==> config.mk <==
export PLATFORM = sky130hd
export DESIGN_NAME = fsm
export DESIGN_NICKNAME = d
export VERILOG_FILES = /design/src/rtl/fsm.sv
export SDC_FILE = /design/constraint.sdc
export NUM_CORES = 1
export LEC_CHECK = 0
export ABC_AREA = 0
export BUFFER_PORTS_ARGS = -buffer_cell sky130_fd_sc_hd__buf_2
export CAP_MARGIN = 30
export CORE_AREA = 5 5 42 44
export CTS_CLUSTER_DIAMETER = 150
export DETAILED_ROUTE_END_ITERATION = 12
export DIE_AREA = 0 0 47 49
export GPL_TIMING_DRIVEN = 0
export PLACE_DENSITY_LB_ADDON = 0.05
export SLEW_MARGIN = 40
export SYNTH_ARGS = -nofsm -noshare
export SYNTH_HDL_FRONTEND = slang
export SYNTH_SLANG_ARGS = --single-unit
==> constraint.sdc <==
create_clock -name clk -period 2.1 [get_ports clk]
set_input_delay 0.21 -clock clk [delete_from_list [all_inputs] [get_ports clk]]
set_output_delay 0.21 -clock clk [all_outputs]
set_load 0.1 [all_outputs]
==> src/rtl/fsm.sv <==
// Alarm-clock mode/field-select controller: three debounced buttons toggle adjust
// mode and rotate a one-hot enable across the four adjustable time fields.
module fsm (
    input  logic       clk,
    input  logic       rst,
    input  logic       left,
    input  logic       right,
    input  logic       center,
    output logic       adjust,
    output logic [3:0] EN
);

    typedef enum logic [2:0] {
        NORMAL   = 3'd0,
        ADJ_CMIN = 3'd1,
        ADJ_CHR  = 3'd2,
        ADJ_AMIN = 3'd3,
        ADJ_AHR  = 3'd4
    } state_t;

    state_t state;
    state_t next_state;

    logic lp;
    logic rp;
    logic cp;
    logic l_press;
    logic r_press;
    logic c_press;

    // Previous levels reset to 1 so a button held through reset must be released first.
    always_ff @(posedge clk) begin
        if (rst) begin
            lp <= 1'b1;
            rp <= 1'b1;
            cp <= 1'b1;
        end else begin
            lp <= left;
            rp <= right;
            cp <= center;
        end
    end

    assign l_press = left   & ~lp;
    assign r_press = right  & ~rp;
    assign c_press = center & ~cp;

    always_ff @(posedge clk) begin
        if (rst) begin
            state <= NORMAL;
        end else begin
            state <= next_state;
        end
    end

    // Center outranks left/right; left and right together cancel each other.
    always_comb begin
        next_state = state;
        case (state)
            NORMAL: begin
                if (c_press) next_state = ADJ_CMIN;
            end
            ADJ_CMIN: begin
                if (c_press)                  next_state = NORMAL;
                else if (r_press && !l_press) next_state = ADJ_CHR;
                else if (l_press && !r_press) next_state = ADJ_AHR;
            end
            ADJ_CHR: begin
                if (c_press)                  next_state = NORMAL;
                else if (r_press && !l_press) next_state = ADJ_AMIN;
                else if (l_press && !r_press) next_state = ADJ_CMIN;
            end
            ADJ_AMIN: begin
                if (c_press)                  next_state = NORMAL;
                else if (r_press && !l_press) next_state = ADJ_AHR;
                else if (l_press && !r_press) next_state = ADJ_CHR;
            end
            ADJ_AHR: begin
                if (c_press)                  next_state = NORMAL;
                else if (r_press && !l_press) next_state = ADJ_CMIN;
                else if (l_press && !r_press) next_state = ADJ_AMIN;
            end
            default: next_state = NORMAL;
        endcase
    end

    always_comb begin
        adjust = 1'b0;
        EN     = 4'b0000;
        case (state)
            ADJ_CMIN: begin adjust = 1'b1; EN = 4'b0001; end
            ADJ_CHR:  begin adjust = 1'b1; EN = 4'b0010; end
            ADJ_AMIN: begin adjust = 1'b1; EN = 4'b0100; end
            ADJ_AHR:  begin adjust = 1'b1; EN = 4'b1000; end
            default:  begin adjust = 1'b0; EN = 4'b0000; end
        endcase
    end

endmodule

### Word level (Yosys, flattened, before mapping)

Cells that the tools add are included.

* register bits after elaboration: 6
* input port bits: 5
* output and inout bits: 5
* logic and storage cells: 42

* eq/ne operators: 9
* multiplexer cells: 16
* bitwise gates (word level): 6
* reduce and logical (&&, ||, !) cells: 7

Operators with widths (count)
* two-way mux 3 bit: 13
* inequality test 4 bit, second input constant: 4
* case mux 4 bit (4 select lines): 1
* case mux 3 bit (5 select lines): 1
* == test 3 x 2 -> 1 bit, second input constant: 2
* AND reduction 5 bit: 1
* OR reduction 4 bit: 1
* bitwise AND 1 bit: 3
* == test 3 x 1 -> 1 bit, second input constant: 1
* == test 3 bit, second input constant: 1
* logical NOT 3 bit: 1
* inverter 1 bit: 3
* logical AND 1 bit: 2
* logical NOT 1 bit: 2
* inequality test 2 bit, second input constant: 1
* two-way mux 1 bit: 1

### Logic depth before layout (Yosys ltp)

Gate-level depths: netlist (run 1).

* word-level depth: 8
* depth in mapped cells: 4
* gate-level depth less buffers: 4

### Worst setup path after synthesis (run 1)

OpenSTA, ideal clock, no wires.

* path kind: register -> register
* start: reg state[2]
* end: reg state[2]
* library setup time: 0.086 ns
* data arrival time: 2.320 ns
* required time: 2.014 ns
* path slack: -0.306 ns
* cell stages (with the launch flop): 5
* path buffers: 0
* period minus slack after synthesis: 2.406 ns
* path through: dfxtp_1 -> nand2b_1 -> nor2_1 -> a22oi_1 -> a211oi_1

* longest elaborated chain between the ends: 3
* elaborated cells on any way between the ends: 12

RTL lines
* from (decl): line 21 `state_t state;`
* from (signal assigned): line 52 `state <= next_state;`
* == test 3 x 1 -> 1 bit (tied with other cells): line 59 `case (state)`
* inequality test 4 bit (no source line) or inequality test 2 bit (tied branches)
* AND reduction 5 bit (no source line)

Several ways; a longest one is shown, not always the timed one.
A chain may end at the register's enable or synchronous reset.

### Worst setup path in the final report (run 1)

* start: reg state[1]
* end: out EN[3]

* longest elaborated chain between the ends: 2
* elaborated cells on any way between the ends: 5

RTL lines
* == test 3 bit (tied with other cells): line 90 `case (state)`
* case mux 4 bit (4 select lines) (*): line 90
* to (decl): line 10 `output logic [3:0] EN`

Every way passes the cells marked *; elsewhere a longest branch is shown, timed or not.

==> reports/results.md, run 1 <==
- 27.8% — Sw Ratio
- 0.84 ns — register-to-register setup slack
- 38 — synthesized instance count
- sky130_fd_sc_hd__buf_2, sky130_fd_sc_hd__dfxtp_1, sky130_fd_sc_hd__nor2_2, sky130_fd_sc_hd__or2_1, sky130_fd_sc_hd__clkbuf_4 — top library cells by usage in the layout, fill and taps aside
- center — HP Start
- 47 microns — die width
- 66 — non-filler cells in the finished layout
- 280 — vias in the first global route
- 2 — maximum count of clock buffers along a single path
- 1 — sum of buffers and inverters on the critical path
- primary input to flip-flop — path class of the lowest-slack min-delay path
- 0 — post-cts resize count
- 0.00358 ns — worst clock skew on the final layout
- 43 — Mapped Nets
- yes — TritonCTS clock tree
- 0.44 ns — worst stage delay on the critical path
- 0 — final setup violation count
- 0 — count of buffers added by post-CTS timing repair for setup
- 57 — final net count
- 10.7 microns — post-DR wirelength/cell
- 0.24 ns — clock latency on the worst-skew pair
- 6 — Num Clock Sinks
- simple AND/OR/NAND/NOR gates — cell family with most CP delay
- state[2] — worst flop-to-flop path startpoint
- 0 — number of hold buffers added after CTS
- cp — worst min-delay path endpoint
- 18.6% — combinational share of power
- 8.86 sq um — post-synthesis area per instance
- 10 — I/O pin total
- 37.3% — Clk pwr share
- 1.89 ns — required time of the critical path
- 0 — number of inserted diodes
- 1.50 ns — Crit path arrival time
- 24 — synth unique cells
- 337 sq um — post-synthesis instance area
- 63 — Placed Cells incl. Taps
- 0 — number of endpoints with negative hold slack in the final report
- 0 — max-slew violations
- 627 nW/um^2 — Pwr Density
- 6 — post-synthesis register bit count
- 0 — total grt overflow
- 199 uW — internal power component
- 2300 sq um — die area
- sky130_fd_sc_hd__buf_2 — slowest CP cell
- simple AND/OR/NAND/NOR gates — combinational family with the most area after synthesis
- 35.7% — Seq/Total Area, Yosys
- finished clean — status
- 0 ns — setup TNS
- state[0] — R2R Path End
- 81.6% — final critical-path share of the clock period
- 3 — number of CTS-inserted buffers
- 0.487 ns — Worst Max-Slew Pin Slew
- flip-flop — startpoint class of the critical path
- 0.05 ns — CTS clk-pin slew, worst paths
- 14 — Site Rows
- 294 — total via count in the routed design
- 1180 microns — global-route wire length before repair
- 3 — detailed-router iteration count before antenna repair
- 706 microns — post-detailed-routing wire length
- 186 uV — IR Drop Worst-Case VDD
- 0.167 ns — hold slack final
- 67.7% — worst relative slew slack
- 5.20% — synthesized-area fraction occupied by xor and xnor cells
- 0.732 — Final Wtd Congestion
- false — setup repair after global routing missed its margin
- 593 microns — detailed placer's ending HPWL
- 17.1% — share of the synthesized area in compound gates (AO/OA/AOI/OAI)
- 0 — number of routed nets with antenna violations
- nor2_1, and2_1, buf_2 — worst-path cell chain
- 49 microns — y dimension of the die
- 6.91% — all-layer global routing usage
- sky130_fd_sc_hd__clkbuf_4 — buffer type at the clock tree root
- sky130_fd_sc_hd__buf_2 — most common cell after layout, fill and taps aside
- 37.9% — basic-gate share of the synthesized area counting and, or, nand and nor cells
- 9 — total of buffers placed on input and output ports
- 1400 sq um — area of the core
- 0 — number of antenna violations at the first check in global routing
- 0.583 GHz — fmax
- 2.97% — multiplexer area fraction after synthesis
- 0% — post-synthesis share of cell area spent on full adders, half adders and majority gates
- 30.5% — area grow syn2layout
- 2 — hold depth
- 1.71 ns — clock period minus final worst setup slack
- flip-flop to output port — Critical Setup Path Class
- 0.175 nW — reported leakage power
- 4.45 — number of vias per cell
- 76.5 uW — switching pwr
- output port — Worst setup EP type
- 3 — Worst Reg2Reg Path Length in Cells
- 44.0% — register share of total power
- 0 — count of maximum capacitance violations
- 31.3% — utilization after layout
- 0 — DR DRC count
- 40.0% — layout cells sized above 1
- 24.0% — starting utilization of the core area
- 1 — number of H-tree levels
- 10 — largest net degree at the start of global routing
- 2 — drt first-iter violations
- 7 — peak fanout along the critical path
- 0 — Synth Warn #
[metal layers]
metal	up-vias	GRT usage [%]	share of wire (%)
li1	160	-	-
met1	125	9.25	46
met2	9	9.73	44
met3	0	2.58	10
met4	0	2.76	0
met5	-	0	0
[cell families (layout without fill, tap and decap cells)]
logic type,Yosys count,count (layout)
buffers and inverters,1,13
muxes,1,1
AOI/OAI and AO/OA,7,7
xor gates and xnor gates,2,2
and+or+nand+nor,21,21
DFF,6,6
[per-stage QoR]
stage	total power, mW	instance area [sq um]	worst slack (ns)
2_1_floorplan	0.163	352	0.171
3_3_place_gp	0.174	417	0.633
3_5_place_dp	0.175	417	0.624
4_1_cts	0.283	439	0.363
5_1_grt	0.288	439	0.290
6_report	0.275	439	0.386
[synthesized netlist by cell type]
cell | n | area [sq um]
sky130_fd_sc_hd__nand3b_1 | 1 | 7.51
sky130_fd_sc_hd__and2_2 | 1 | 7.51
sky130_fd_sc_hd__a22oi_1 | 1 | 7.51
sky130_fd_sc_hd__a221o_1 | 1 | 10.0
sky130_fd_sc_hd__a21o_1 | 1 | 7.51
sky130_fd_sc_hd__nor4_1 | 1 | 6.26
sky130_fd_sc_hd__a211oi_1 | 2 | 15.0
sky130_fd_sc_hd__nor2b_1 | 1 | 6.26
sky130_fd_sc_hd__nand2_1 | 1 | 3.75
sky130_fd_sc_hd__xor2_1 | 1 | 8.76
sky130_fd_sc_hd__dfxtp_1 | 6 | 120
sky130_fd_sc_hd__nor3_1 | 1 | 5.00
sky130_fd_sc_hd__nand2b_1 | 2 | 12.5
sky130_fd_sc_hd__nand2b_4 | 1 | 13.8
sky130_fd_sc_hd__mux2i_1 | 1 | 10.0
sky130_fd_sc_hd__and2_1 | 1 | 6.26
sky130_fd_sc_hd__xnor2_1 | 1 | 8.76
sky130_fd_sc_hd__inv_1 | 1 | 3.75
sky130_fd_sc_hd__a211oi_2 | 1 | 12.5
sky130_fd_sc_hd__o21ai_0 | 1 | 5.00
sky130_fd_sc_hd__nor2_1 | 5 | 18.8
sky130_fd_sc_hd__nor2b_2 | 1 | 8.76
sky130_fd_sc_hd__or3_1 | 2 | 12.5
sky130_fd_sc_hd__or2_1 | 3 | 18.8
[flip-flops by register name, summed over array words and instances, names as in the netlist]
register	count
state	3
rp	1
lp	1
cp	1
[layout make-up]
type	count	area, sq um
fill	159	962
sequential	6	120
clock buffer	3	22.5
multi-input combinational	31	228
timing repair buffer	9	45.0
tap	16	20.0
inverter	1	3.75
[power by group through the flow]
| stage | clock (mW) | sequential [mW] | combinational (mW) |
|---|---|---|---|
| 5_1_grt | 0.111 | 0.122 | 0.0551 |
| 6_report | 0.103 | 0.121 | 0.0513 |
| 3_5_place_dp | 0 | 0.123 | 0.0520 |
| 4_1_cts | 0.109 | 0.121 | 0.0521 |
| 2_1_floorplan | 0 | 0.123 | 0.0400 |
| 3_3_place_gp | 0 | 0.123 | 0.0511 |
[worst max-delay path by stage]
stage / startpoint / end / slack (ns) / cells past startpoint
finish: state[1] / EN[3] / 0.39 / 3
global route: state[1] / EN[3] / 0.29 / 3
CTS: state[1] / EN[3] / 0.36 / 3
detailed placement: state[1] / EN[3] / 0.62 / 3
global placement: state[1] / EN[3] / 0.63 / 3
floorplan: state[2] / state[2] / 0.17 / 4
(Power assumes the default switching activity.)
==> inputs of run 2 (changes only) <==
ABC_AREA = 1   (was 0)
clock period = 1.6 ns   (was 2.1 ns; I/O delays follow)
==> reports/results.md, run 2 <==
- 343 — vias in the first global route, +23%
- 395 sq um — post-synthesis instance area, +17%
- 406 uW — internal power component, +100%
- state[1] — start point of the critical path
- 0 — number of antenna violations at the first check in global routing, unchanged
- 9 — total of buffers placed on input and output ports, unchanged
- 934 uW — power consumption, +240%
- 66 — Mapped Nets, +53%
- 0.05 ns — CTS clk-pin slew, worst paths, about the same
- 0.207 ns — pre-CTS worst setup slack, -0.417 ns
- sky130_fd_sc_hd__dfxtp_1 — top_reg_cell synth
- 4 — detailed-router iteration count before antenna repair, +1
- flip-flop to output port — Critical Setup Path Class
- output port — Worst setup EP type
- 35.6% — utilization after layout, +4.3 points
- 14 — Site Rows, unchanged
- sky130_fd_sc_hd__nand2_1 — most used standard cell by instance count after synthesis
- 468 sq um — Placed Area, +12%
- 1 — number of H-tree levels, unchanged
- 6 — Num Clock Sinks, unchanged
- 26.3% — area grow syn2layout
- 0 — count of maximum capacitance violations, unchanged
- 0 — number of routed nets with antenna violations, unchanged
- 10 — I/O pin total, unchanged
- 1.48 ns — clock period minus final worst setup slack
- 3 — number of CTS-inserted buffers, unchanged
- 0 ns — setup TNS, unchanged
- sky130_fd_sc_hd__nand2_1 — most common cell after layout, fill and taps aside
- right — HP Start
- sky130_fd_sc_hd__dfxtp_1 — leading area contributor after synthesis
- 92.7% — final critical-path share of the clock period
- 5 — peak fanout along the critical path, -2
- 1.32 ns — Crit path arrival time, -0.18 ns
- 61 — synthesized instance count, +61%
- 0.43 ns — worst stage delay on the critical path, about the same
- 0 — Post-synth EDFFs, unchanged
- nand2_1, nor2_4, buf_2 — worst-path cell chain
- 0 — number of inserted diodes, unchanged
- 0.287 nW — reported leakage power, +64%
- 8.75 microns — post-DR wirelength/cell, -18%
- 1400 sq um — area of the core, unchanged
- 2300 sq um — die area, unchanged
- yes — TritonCTS clock tree
- 0.00172 ns — worst clock skew on the final layout, -0.00186 ns
- 21.2% — register share of total power, -23 points
- 80 — final net count, +40%
- sky130_fd_sc_hd__nand2_1, sky130_fd_sc_hd__inv_1, sky130_fd_sc_hd__dfxtp_1, sky130_fd_sc_hd__nor2_1, sky130_fd_sc_hd__inv_2 — Post-synth top cells
- 67.6% — worst relative slew slack, -0.20 points
- 2 — drt first-iter violations, unchanged
- 6.48 sq um — post-synthesis area per instance, -27%
- 28.2% — starting utilization of the core area, +4.2 points
- 17 — synth unique cells, -29%
- 668 microns — detailed placer's ending HPWL, +13%
- 0.490 ns — Worst Max-Slew Pin Slew, +0.00297 ns
- sky130_fd_sc_hd__nand2_1, sky130_fd_sc_hd__inv_1, sky130_fd_sc_hd__buf_2 — top library cells by usage in the layout, fill and taps aside
- 0.102 ns — hold slack final, -0.0655 ns
- 375 — total via count in the routed design, +28%
- flip-flop — startpoint class of the critical path
- primary input to flip-flop — path class of the lowest-slack min-delay path
- 64.1% — combinational share of power, +45 points
- 0 — DR DRC count, unchanged
- 6 — largest net degree at the start of global routing, -4
- 30.4% — Seq/Total Area, Yosys, -5.3 points
- 86 — Placed Cells incl. Taps, +37%
- 8.37% — all-layer global routing usage, +1.5 points
- sky130_fd_sc_hd__clkbuf_4 — buffer type at the clock tree root
- 0 — max-slew violations, unchanged
- false — setup repair after global routing missed its margin
- 0.704 — Final Wtd Congestion, -3.9%
- sky130_fd_sc_hd__dfxtp_1, sky130_fd_sc_hd__nand2_1, sky130_fd_sc_hd__nand2_4 — main area contributors after synthesis
- 39.7% — layout cells sized above 1, -0.27 points
- 1870 nW/um^2 — Pwr Density, +200%
- 14.7% — Clk pwr share, -23 points
- 0.117 ns — min setup slack post-route, -0.269 ns
- finished clean — status
- 499 sq um — fin area, +14%
- 169 — number of filler cells placed in the layout, +6.3%
- 0 — total grt overflow, unchanged
- 0.24 ns — clock latency on the worst-skew pair, about the same
- 49 microns — y dimension of the die, unchanged
- 6 — post-synthesis register bit count, unchanged
- 89 — non-filler cells in the finished layout, +35%
- state[2] — worst flop-to-flop path startpoint
- state — Most flops, register
- 2 — maximum count of clock buffers along a single path, unchanged
- 0% — fraction of registers with async set/reset, unchanged
- 0 — number of endpoints with negative hold slack in the final report, unchanged
- 606 uV — IR Drop Worst-Case VDD, +230%
- 3 — flip-flop count of the largest register, all copies and words added, unchanged
- 1370 microns — global-route wire length before repair, +16%
- 56.6% — Sw Ratio, +29 points
- 1.44 ns — required time of the critical path, -0.45 ns
- 528 uW — switching pwr, +590%
- 30.4% — area share of the largest cell type after synthesis, -5.3 points
- 779 microns — post-detailed-routing wire length, +10%
- 4.21 — number of vias per cell, -5.4%
- sky130_fd_sc_hd__buf_2 — slowest CP cell
- 0 — Synth Warn #, unchanged
- 0 — final setup violation count, unchanged
- 47 microns — die width, unchanged
- 0.674 GHz — fmax
run 2: area by class of cell:
| type | count | area, sq um | area share [%] |
|---|---|---|---|
| Timing Repair Buffer | 9 | 53.8 | 10.8 |
| Inverter | 13 | 50.0 | 10.0 |
| Sequential cell | 6 | 120 | 24.1 |
| Clock buffer | 3 | 22.5 | 4.51 |
| Tap cell | 16 | 20.0 | 4.01 |
| Multi-Input combinational cell | 42 | 233 | 46.6 |
run 2: cells by family (layout without fill, tap and decap cells):
kind of cell | count (synthesis) | after routing | synth area share [%]
AND/OR/NAND/NOR | 37 | 37 | 49.7
buffers and inverters | 13 | 25 | 12.7
flip-flops | 6 | 6 | 30.4
AO/OA/AOI/OAI | 5 | 5 | 7.28
run 2: worst paths after layout:
check / to / slack, ns / depth (start not counted)
setup / recovery: EN[2] / 0.12 / 3
hold / removal: rp / 0.10 / 3
setup reg to reg: state[1] / 0.37 / 7
hold reg to reg: state[0] / 0.54 / 2
run 2: metal layers:
metal	up-vias	global-route usage, %	wire length, microns
li1	208	-	-
met1	159	10.7	386
met2	6	10.4	340
met3	2	3.32	40
met4	0	6.91	12
met5	-	0	0
run 2: critical path: cells and delay by family (launching register included):
| family | cells | cell delay (ns) |
|---|---|---|
| buf+inv | 1 | 0.43 |
| flops | 1 | 0.41 |
| simple gates | 2 | 0.25 |
run 2: timing repair:
| action | in CTS | in global routing |
|---|---|---|
| gates resized for setup | 1 | 2 |
| hold buffers | 0 | 0 |
| endpoints found under the setup margin | 1 | 2 |
| setup buffers | 0 | 0 |
run 2: power groups by stage:
| stage | Clock (mW) | Sequential (mW) | Combinational (mW) |
|---|---|---|---|
| final | 0.137 | 0.198 | 0.599 |
| after CTS | 0.146 | 0.198 | 0.592 |
| after global placement | 0 | 0.202 | 0.585 |
| after detailed placement | 0 | 0.201 | 0.581 |
| after floorplan | 0 | 0.196 | 0.510 |
| after global routing | 0.159 | 0.203 | 0.645 |
